[config.mk]
export PLATFORM = sky130hd
export DESIGN_NAME = gold_router_rr
export DESIGN_NICKNAME = d
export VERILOG_FILES = /design/src/rtl/gold_ring_pkg.sv /design/src/rtl/gold_rr_arb2.sv /design/src/rtl/gold_router_rr.sv
export SDC_FILE = /design/constraint.sdc
export NUM_CORES = 2
export LEC_CHECK = 0
export BUFFER_PORTS_ARGS = -buffer_cell sky130_fd_sc_hd__buf_2
export CORE_UTILIZATION = 30
export CTS_CLUSTER_DIAMETER = 30
export CTS_CLUSTER_SIZE = 16
export DETAILED_ROUTE_END_ITERATION = 8
export PLACE_DENSITY = 0.55
export SLEW_MARGIN = 20
export SYNTH_ARGS = -nofsm -noshare
export SYNTH_HDL_FRONTEND = slang
export SYNTH_SLANG_ARGS = --single-unit
[constraint.sdc]
create_clock -name clk -period 1.9 [get_ports clk]
set_input_delay 0.19 -clock clk [delete_from_list [all_inputs] [get_ports clk]]
set_output_delay 0.19 -clock clk [all_outputs]
set_load 0.02 [all_outputs]
[src/rtl/gold_ring_pkg.sv]
// Shared definitions for the Cardinal ring router: field defaults, port indices, hop helper.
package gold_ring_pkg;

  localparam int unsigned DEF_PAC_SIZE = 64;
  localparam int unsigned DEF_VC_BIT   = 63;
  localparam int unsigned DEF_DIR_BIT  = 62;
  localparam int unsigned DEF_HOP_LSB  = 48;
  localparam int unsigned DEF_HOP_W    = 8;

  localparam int unsigned CW    = 0;
  localparam int unsigned CCW   = 1;
  localparam int unsigned PE    = 2;
  localparam int unsigned NPORT = 3;

  // One hop consumed; the caller truncates to its own field width
  function automatic logic [31:0] hop_dec(input logic [31:0] hop);
    return hop - 32'd1;
  endfunction

endpackage

[src/rtl/gold_rr_arb2.sv]
// Two-requester round-robin arbiter; pointer 0 favours req[0].
module gold_rr_arb2
  import gold_ring_pkg::*;
(
  input  logic       clk,
  input  logic       reset,
  input  logic       en,
  input  logic [1:0] req,
  output logic [1:0] gnt_c
);

  logic ptr;

  // Grant: a lone requester wins outright, contention is resolved by the pointer
  always_comb begin
    gnt_c = 2'b00;
    if (en) begin
      case (req)
        2'b01:   gnt_c = 2'b01;
        2'b10:   gnt_c = 2'b10;
        2'b11:   gnt_c = ptr ? 2'b10 : 2'b01;
        default: gnt_c = 2'b00;
      endcase
    end
  end

  // Pointer moves only after a contended grant
  always_ff @(posedge clk) begin
    if (reset) begin
      ptr <= 1'b0;
    end else if (en && (req == 2'b11)) begin
      ptr <= ~ptr;
    end
  end

endmodule

[src/rtl/gold_router_rr.sv]
// Cardinal ring router node: cw/ccw/PE ports, two VCs time-multiplexed by polarity.
// Optional statistics counters are enabled with GOLD_ROUTER_STATS_EN.
module gold_router_rr
  import gold_ring_pkg::*;
#(
  parameter int unsigned PAC_SIZE = DEF_PAC_SIZE,
  parameter int unsigned VC_BIT   = DEF_VC_BIT,
  parameter int unsigned DIR_BIT  = DEF_DIR_BIT,
  parameter int unsigned HOP_LSB  = DEF_HOP_LSB,
  parameter int unsigned HOP_W    = DEF_HOP_W
) (
`ifdef GOLD_ROUTER_STATS_EN
  output logic [31:0]         fwd_cnt,
  output logic [31:0]         ej_cnt,
`endif
  input  logic                clk,
  input  logic                reset,
  input  logic                polarity,
  input  logic                cwsi,
  output logic                cwri,
  input  logic [PAC_SIZE-1:0] cwdi,
  input  logic                ccwsi,
  output logic                ccwri,
  input  logic [PAC_SIZE-1:0] ccwdi,
  input  logic                pesi,
  output logic                peri,
  input  logic [PAC_SIZE-1:0] pedi,
  output logic                cwso,
  input  logic                cwro,
  output logic [PAC_SIZE-1:0] cwdo,
  output logic                ccwso,
  input  logic                ccwro,
  output logic [PAC_SIZE-1:0] ccwdo,
  output logic                peso,
  input  logic                pero,
  output logic [PAC_SIZE-1:0] pedo
);

  logic [NPORT-1:0]    si, ro, push, drain;
  logic [PAC_SIZE-1:0] di [NPORT];
  logic                in_full  [NPORT][2];
  logic                out_full [NPORT][2];
  logic [PAC_SIZE-1:0] in_data  [NPORT][2];
  logic [PAC_SIZE-1:0] out_data [NPORT][2];
  logic [1:0]          req      [NPORT][2];
  logic [1:0]          gnt      [NPORT][2];
  logic                pop      [NPORT][2];
  logic [PAC_SIZE-1:0] mv_data  [NPORT][2];

  assign si = {pesi, ccwsi, cwsi};
  assign ro = {pero, ccwro, cwro};
  assign di[CW]  = cwdi;
  assign di[CCW] = ccwdi;
  assign di[PE]  = pedi;

  assign cwri  = ~in_full[CW][polarity];
  assign ccwri = ~in_full[CCW][polarity];
  assign peri  = ~in_full[PE][polarity];
  assign cwso  = out_full[CW][polarity];
  assign ccwso = out_full[CCW][polarity];
  assign peso  = out_full[PE][polarity];
  assign cwdo  = out_data[CW][polarity];
  assign ccwdo = out_data[CCW][polarity];
  assign pedo  = out_data[PE][polarity];

  // Routing, arbitration and move selection per VC; only the VC opposite polarity moves
  for (genvar v = 0; v < 2; v++) begin : g_vc
    logic                cw_hz, ccw_hz, pe_dir;
    logic [PAC_SIZE-1:0] cw_fwd, ccw_fwd;

    assign cw_hz  = (in_data[CW][v][HOP_LSB +: HOP_W] == '0);
    assign ccw_hz = (in_data[CCW][v][HOP_LSB +: HOP_W] == '0);
    assign pe_dir = in_data[PE][v][DIR_BIT];

    // Forwarded link packets carry one hop fewer
    always_comb begin
      cw_fwd  = in_data[CW][v];
      ccw_fwd = in_data[CCW][v];
      cw_fwd[HOP_LSB +: HOP_W]  = HOP_W'(hop_dec(32'(in_data[CW][v][HOP_LSB +: HOP_W])));
      ccw_fwd[HOP_LSB +: HOP_W] = HOP_W'(hop_dec(32'(in_data[CCW][v][HOP_LSB +: HOP_W])));
    end

    assign req[CW][v]  = {in_full[PE][v] & ~pe_dir, in_full[CW][v] & ~cw_hz};
    assign req[CCW][v] = {in_full[PE][v] & pe_dir, in_full[CCW][v] & ~ccw_hz};
    assign req[PE][v]  = {in_full[CCW][v] & ccw_hz, in_full[CW][v] & cw_hz};

    for (genvar o = 0; o < NPORT; o++) begin : g_arb
      gold_rr_arb2 u_arb (
        .clk   (clk),
        .reset (reset),
        .en    (~out_full[o][v] & (polarity != 1'(v))),
        .req   (req[o][v]),
        .gnt_c (gnt[o][v])
      );
    end

    assign mv_data[CW][v]  = gnt[CW][v][0]  ? cw_fwd         : in_data[PE][v];
    assign mv_data[CCW][v] = gnt[CCW][v][0] ? ccw_fwd        : in_data[PE][v];
    assign mv_data[PE][v]  = gnt[PE][v][0]  ? in_data[CW][v] : in_data[CCW][v];

    assign pop[CW][v]  = gnt[CW][v][0]  | gnt[PE][v][0];
    assign pop[CCW][v] = gnt[CCW][v][0] | gnt[PE][v][1];
    assign pop[PE][v]  = gnt[CW][v][1]  | gnt[CCW][v][1];
  end

  // Per-port, per-VC single-entry input and output buffers
  for (genvar i = 0; i < NPORT; i++) begin : g_port
    assign push[i]  = si[i] & ~in_full[i][polarity] & (di[i][VC_BIT] == polarity);
    assign drain[i] = out_full[i][polarity] & ro[i];

    for (genvar v = 0; v < 2; v++) begin : g_buf
      logic                in_full_r, out_full_r, ext;
      logic [PAC_SIZE-1:0] in_data_r, out_data_r;

      assign ext = (polarity == 1'(v));

      // Input buffer: filled by the external handshake, emptied by an internal move
      always_ff @(posedge clk) begin
        if (reset) begin
          in_full_r <= 1'b0;
          in_data_r <= '0;
        end else if (ext) begin
          if (push[i]) begin
            in_full_r <= 1'b1;
            in_data_r <= di[i];
          end
        end else if (pop[i][v]) begin
          in_full_r <= 1'b0;
        end
      end

      // Output buffer: filled by an internal move, emptied by the external handshake
      always_ff @(posedge clk) begin
        if (reset) begin
          out_full_r <= 1'b0;
          out_data_r <= '0;
        end else if (ext) begin
          if (drain[i]) out_full_r <= 1'b0;
        end else if (|gnt[i][v]) begin
          out_full_r <= 1'b1;
          out_data_r <= mv_data[i][v];
        end
      end

      assign in_full[i][v]  = in_full_r;
      assign in_data[i][v]  = in_data_r;
      assign out_full[i][v] = out_full_r;
      assign out_data[i][v] = out_data_r;
    end
  end

`ifdef GOLD_ROUTER_STATS_EN
  logic [1:0] fwd_inc;

  assign fwd_inc = {1'b0, gnt[CW][0][0] | gnt[CW][1][0]} + {1'b0, gnt[CCW][0][0] | gnt[CCW][1][0]};

  // Wrap-around link-forward and PE-ejection counters
  always_ff @(posedge clk) begin
    if (reset) begin
      fwd_cnt <= '0;
      ej_cnt  <= '0;
    end else begin
      fwd_cnt <= fwd_cnt + 32'(fwd_inc);
      ej_cnt  <= ej_cnt + 32'(drain[PE]);
    end
  end
`endif

endmodule

==> reports/results.ini <==
[pwr]
static_leak_nw = 19.5
power-per-cell-area_nw_per_um2 = 1110
ir_drop_v = 0.000635
totalPowerFinal_mw = 54.3

[sta]
hold_viol = 0
finalMaxSlewViolations = 0
min_period_ns = 2.14
timing.clock.skew_ns = 0.0357
max_slew_margin_pct = 29.4
hold-worst-slack_ns = 0.0345
fmax_mhz = 468
layout_worst_path_cycle_share_pct = 112
report.final.setup_viol = 370
setup-tns-final_ns = -45.68
setup_repair_after_global_routing_missed_its_margin = true
layout_setup_ws_ns = -0.237
worstMarginPinSlew_ns = 1.06

[layout]
post_route_cells_drive_above_1_share_pct = 30.9
final_design_area_no_fill_um2 = 48900
num-nets-final = 4741
layout.core_utilization_pct = 46.2
syn2layout_area_growth_pct = 51.7

[worst_setup_path]
r2r-end = g_port[2].g_buf[1].out_data_r[34]$_SDFFE_PP0P_
reg2reg_slack_ns = -0.24
worst-r2r-cell-count = 9
worst-path-max-fanout = 8
r2r_start = g_port[1].g_buf[1].in_data_r[48]$_SDFFE_PP0P_
timing.critical_path.to_type = flip-flop
crit_arrival_ns = 2.78
timing.setup.critical_path_class = flip-flop to flip-flop
crit_required_ns = 2.54
timing.critical_path.from_type = flip-flop

[routing]
initial_drc_count = 3365
wl_per_cell_um = 26.3
vias_per_cell = 5.42
route.detailed.drc = 0
ant_nets = 0
totalWireLength_mm = 160
vias = 33000
detailedRoute.firstPassIterationCount = 7

[yosys]
post-synth-top-area-fraction_pct = 48.8
ys_seq_area_share_pct = 48.8
most_used_dff_post_synth = sky130_fd_sc_hd__dfxtp_1
yosys_warnings = 0
synthCells = 3778
post_synth_main_area_contributors = sky130_fd_sc_hd__dfxtp_1 49%, sky130_fd_sc_hd__nand2_1 12%, sky130_fd_sc_hd__a21oi_1 8.8%
synth.most_common_cell = sky130_fd_sc_hd__nand2_1
synth_commonest_cells = 1071 x sky130_fd_sc_hd__nand2_1, 786 x sky130_fd_sc_hd__dfxtp_1, 568 x sky130_fd_sc_hd__a21oi_1
synth-seq-cells = 786
post-synth-top-area-cell = sky130_fd_sc_hd__dfxtp_1
post_synth_num_cell_types = 65
ys_async_sr_fraction_pct = 0
synth_enable_flop_cells = 0
syn-cell-area_um2 = 32200
syn_nets = 3985
syn_avg_cell_area_um2 = 8.53

[placed_design]
placer_s_final_routability_congestion_estimate = 0.844
postPlaceCellArea_um2 = 37300
place_hpwl_mm = 89.8
placement.io_buffers = 398

[clock_network]
htreeDepth = 4
tritoncts_num_sinks = 786
clk_pin_slew_ns = 0.05
cts-buffers-inserted = 176
clock_latency_ns = 0.77
ctsRootBufferMaster = sky130_fd_sc_hd__clkbuf_16
clock_tree_from_tritoncts = done
cts_buffer_depth = 3

[min_path]
hold_end = g_vc[0].g_arb[0].u_arb.ptr$_SDFFE_PP0P_
holdCritStartpoint = reset
hold_class = primary input to flip-flop
worstHoldPathCells = 3

[outcome]
failed_checks = negative setup slack
run_status = finished with violations

[global_route]
via_count_of_the_first_global_routing_pass = 30500
grt_antenna_before_repair = 14
grt_first_pass_wirelength_mm = 205
grt_overflow = 0
groute.usage.overall_pct = 25.5
grt_max_degree = 200

[floorplan]
die_w_um = 330
fp.coreArea_um2 = 106000
ioPinCount = 399
chipHeight_um = 330
fp-row-count = 119
starting_utilization_of_the_core_area_pct = 30.5
fp.dieArea_um2 = 109000

[job]
maxCapViolCount = 0

through the flow:
stage,instances,setup slack (ns)
after CTS,5991,-0.161
final,6081,-0.237
after detailed placement,5441,-0.252
after global placement,5441,-0.239
after global routing,6077,-0.291
after floorplan,3778,-0.0690
logic make-up (layout without fill, tap and decap cells):
group           count (synthesis)  in the layout  synth area share (%)
xor+xnor                       28             28                 0.761
compound gates               1018           1018                  20.5
flops                         786            786                  48.8
fa+ha+maj                       6              6                 0.233
buf+inv                       334           1239                  4.63
simple gates                 1409           1412                  18.2
other cells                     0              4                     0
mux                           197            197                  6.87
worst max-delay path by stage:
| stage | cells after the start | end | startpoint |
|---|---|---|---|
| after floorplan | 8 | g_port[0].g_buf[0].out_data_r[10]$_SDFFE_PP0P_ | g_port[0].g_buf[0].in_data_r[48]$_SDFFE_PP0P_ |
| after global placement | 8 | g_port[2].g_buf[0].out_data_r[8]$_SDFFE_PP0P_ | g_port[1].g_buf[0].in_data_r[48]$_SDFFE_PP0P_ |
| after detailed placement | 8 | g_port[2].g_buf[0].out_data_r[1]$_SDFFE_PP0P_ | g_port[1].g_buf[0].in_data_r[49]$_SDFFE_PP0P_ |
| after CTS | 9 | g_port[1].g_buf[0].out_data_r[50]$_SDFFE_PP0P_ | g_port[1].g_buf[0].in_data_r[48]$_SDFFE_PP0P_ |
| after global routing | 9 | g_port[2].g_buf[0].out_data_r[7]$_SDFFE_PP0P_ | g_port[1].g_buf[0].in_data_r[49]$_SDFFE_PP0P_ |
| final | 9 | g_port[2].g_buf[1].out_data_r[34]$_SDFFE_PP0P_ | g_port[1].g_buf[1].in_data_r[48]$_SDFFE_PP0P_ |
power breakdown:
group	internal (mW)	switching, mW	leakage, nW
logic	1.63	2.45	10.0
clock network	22.6	10.3	3.12
registers	17.0	0.356	6.37
critical path: stages (launching register included):
cell and delay, ns:
sky130_fd_sc_hd__dfxtp_2 0.31, sky130_fd_sc_hd__inv_2 0.05, sky130_fd_sc_hd__ha_2 0.15, sky130_fd_sc_hd__nor3b_4 0.30, sky130_fd_sc_hd__nand4_2 0.22, sky130_fd_sc_hd__nor4b_4 0.20, sky130_fd_sc_hd__buf_4 0.17, sky130_fd_sc_hd__clkbuf_16 0.19
sky130_fd_sc_hd__and2_1 0.16, sky130_fd_sc_hd__a221o_1 0.26
routing by layer:
layer  global-route usage [%]  wire (um)  vias to the layer above
li1                         -          -                    14800
met1                     34.1      65700                    16100
met2                     40.4      72800                     1747
met3                     4.37      15200                      352
met4                     11.0       6320                       16
met5                        0         99                        -
layout by cell type, fill, tap and decap left out, types with 8 or more instances in the layout:
master,count
sky130_fd_sc_hd__a311oi_1,32
sky130_fd_sc_hd__clkbuf_16,217
sky130_fd_sc_hd__dfxtp_2,9
sky130_fd_sc_hd__buf_16,15
sky130_fd_sc_hd__mux2_2,194
sky130_fd_sc_hd__bufinv_16,32
sky130_fd_sc_hd__and3_1,9
sky130_fd_sc_hd__and2_4,16
sky130_fd_sc_hd__buf_6,23
sky130_fd_sc_hd__a311oi_2,24
sky130_fd_sc_hd__xnor2_1,22
sky130_fd_sc_hd__clkinvlp_4,18
sky130_fd_sc_hd__buf_8,8
sky130_fd_sc_hd__nor2_1,149
sky130_fd_sc_hd__buf_2,395
sky130_fd_sc_hd__nand2_1,1048
sky130_fd_sc_hd__clkbuf_8,23
sky130_fd_sc_hd__dfxtp_1,776
sky130_fd_sc_hd__clkinv_2,27
sky130_fd_sc_hd__a22oi_1,60
sky130_fd_sc_hd__a21o_1,59
sky130_fd_sc_hd__dlygate4sd3_1,195
sky130_fd_sc_hd__a211oi_2,13
sky130_fd_sc_hd__inv_1,8
sky130_fd_sc_hd__a22oi_2,54
sky130_fd_sc_hd__a21oi_2,27
sky130_fd_sc_hd__and2_1,54
sky130_fd_sc_hd__nor2_2,8
sky130_fd_sc_hd__buf_12,99
sky130_fd_sc_hd__nor3_1,29
sky130_fd_sc_hd__a211oi_1,43
sky130_fd_sc_hd__clkinv_4,10
sky130_fd_sc_hd__inv_2,8
sky130_fd_sc_hd__nand2_4,14
sky130_fd_sc_hd__a21oi_1,538
sky130_fd_sc_hd__a221o_1,58
sky130_fd_sc_hd__clkbuf_1,26
sky130_fd_sc_hd__a32o_1,57
sky130_fd_sc_hd__buf_4,119
sky130_fd_sc_hd__a221oi_2,10
registers in the layout, indices dropped and copies added (netlist names):
register,flops
g_port.g_buf.out_full_r,6
g_port.g_buf.in_data_r,384
g_port.g_buf.out_data_r,384
g_vc.g_arb.u_arb.ptr,6
g_port.g_buf.in_full_r,6
cell type report:
| cell class | count | area [um2] |
|---|---|---|
| tap | 1391 | 1740 |
| sequential | 786 | 15800 |
| clock inverter | 102 | 1600 |
| fill | 9984 | 57000 |
| multi-input combinational | 2661 | 16300 |
| antenna | 4 | 10.0 |
| clock buffer | 228 | 4890 |
| inverter | 17 | 66.3 |
| timing repair buffer | 892 | 8550 |
repair_timing:
item,in CTS,in global routing
resized for setup,74,234
hold endpoints to repair,386,0
buffers inserted,20,33
pin swaps,27,123
setup endpoints to repair,387,385
gates cloned,7,55
hold buffers,195,0
Power figures use the tool's default switching activity.
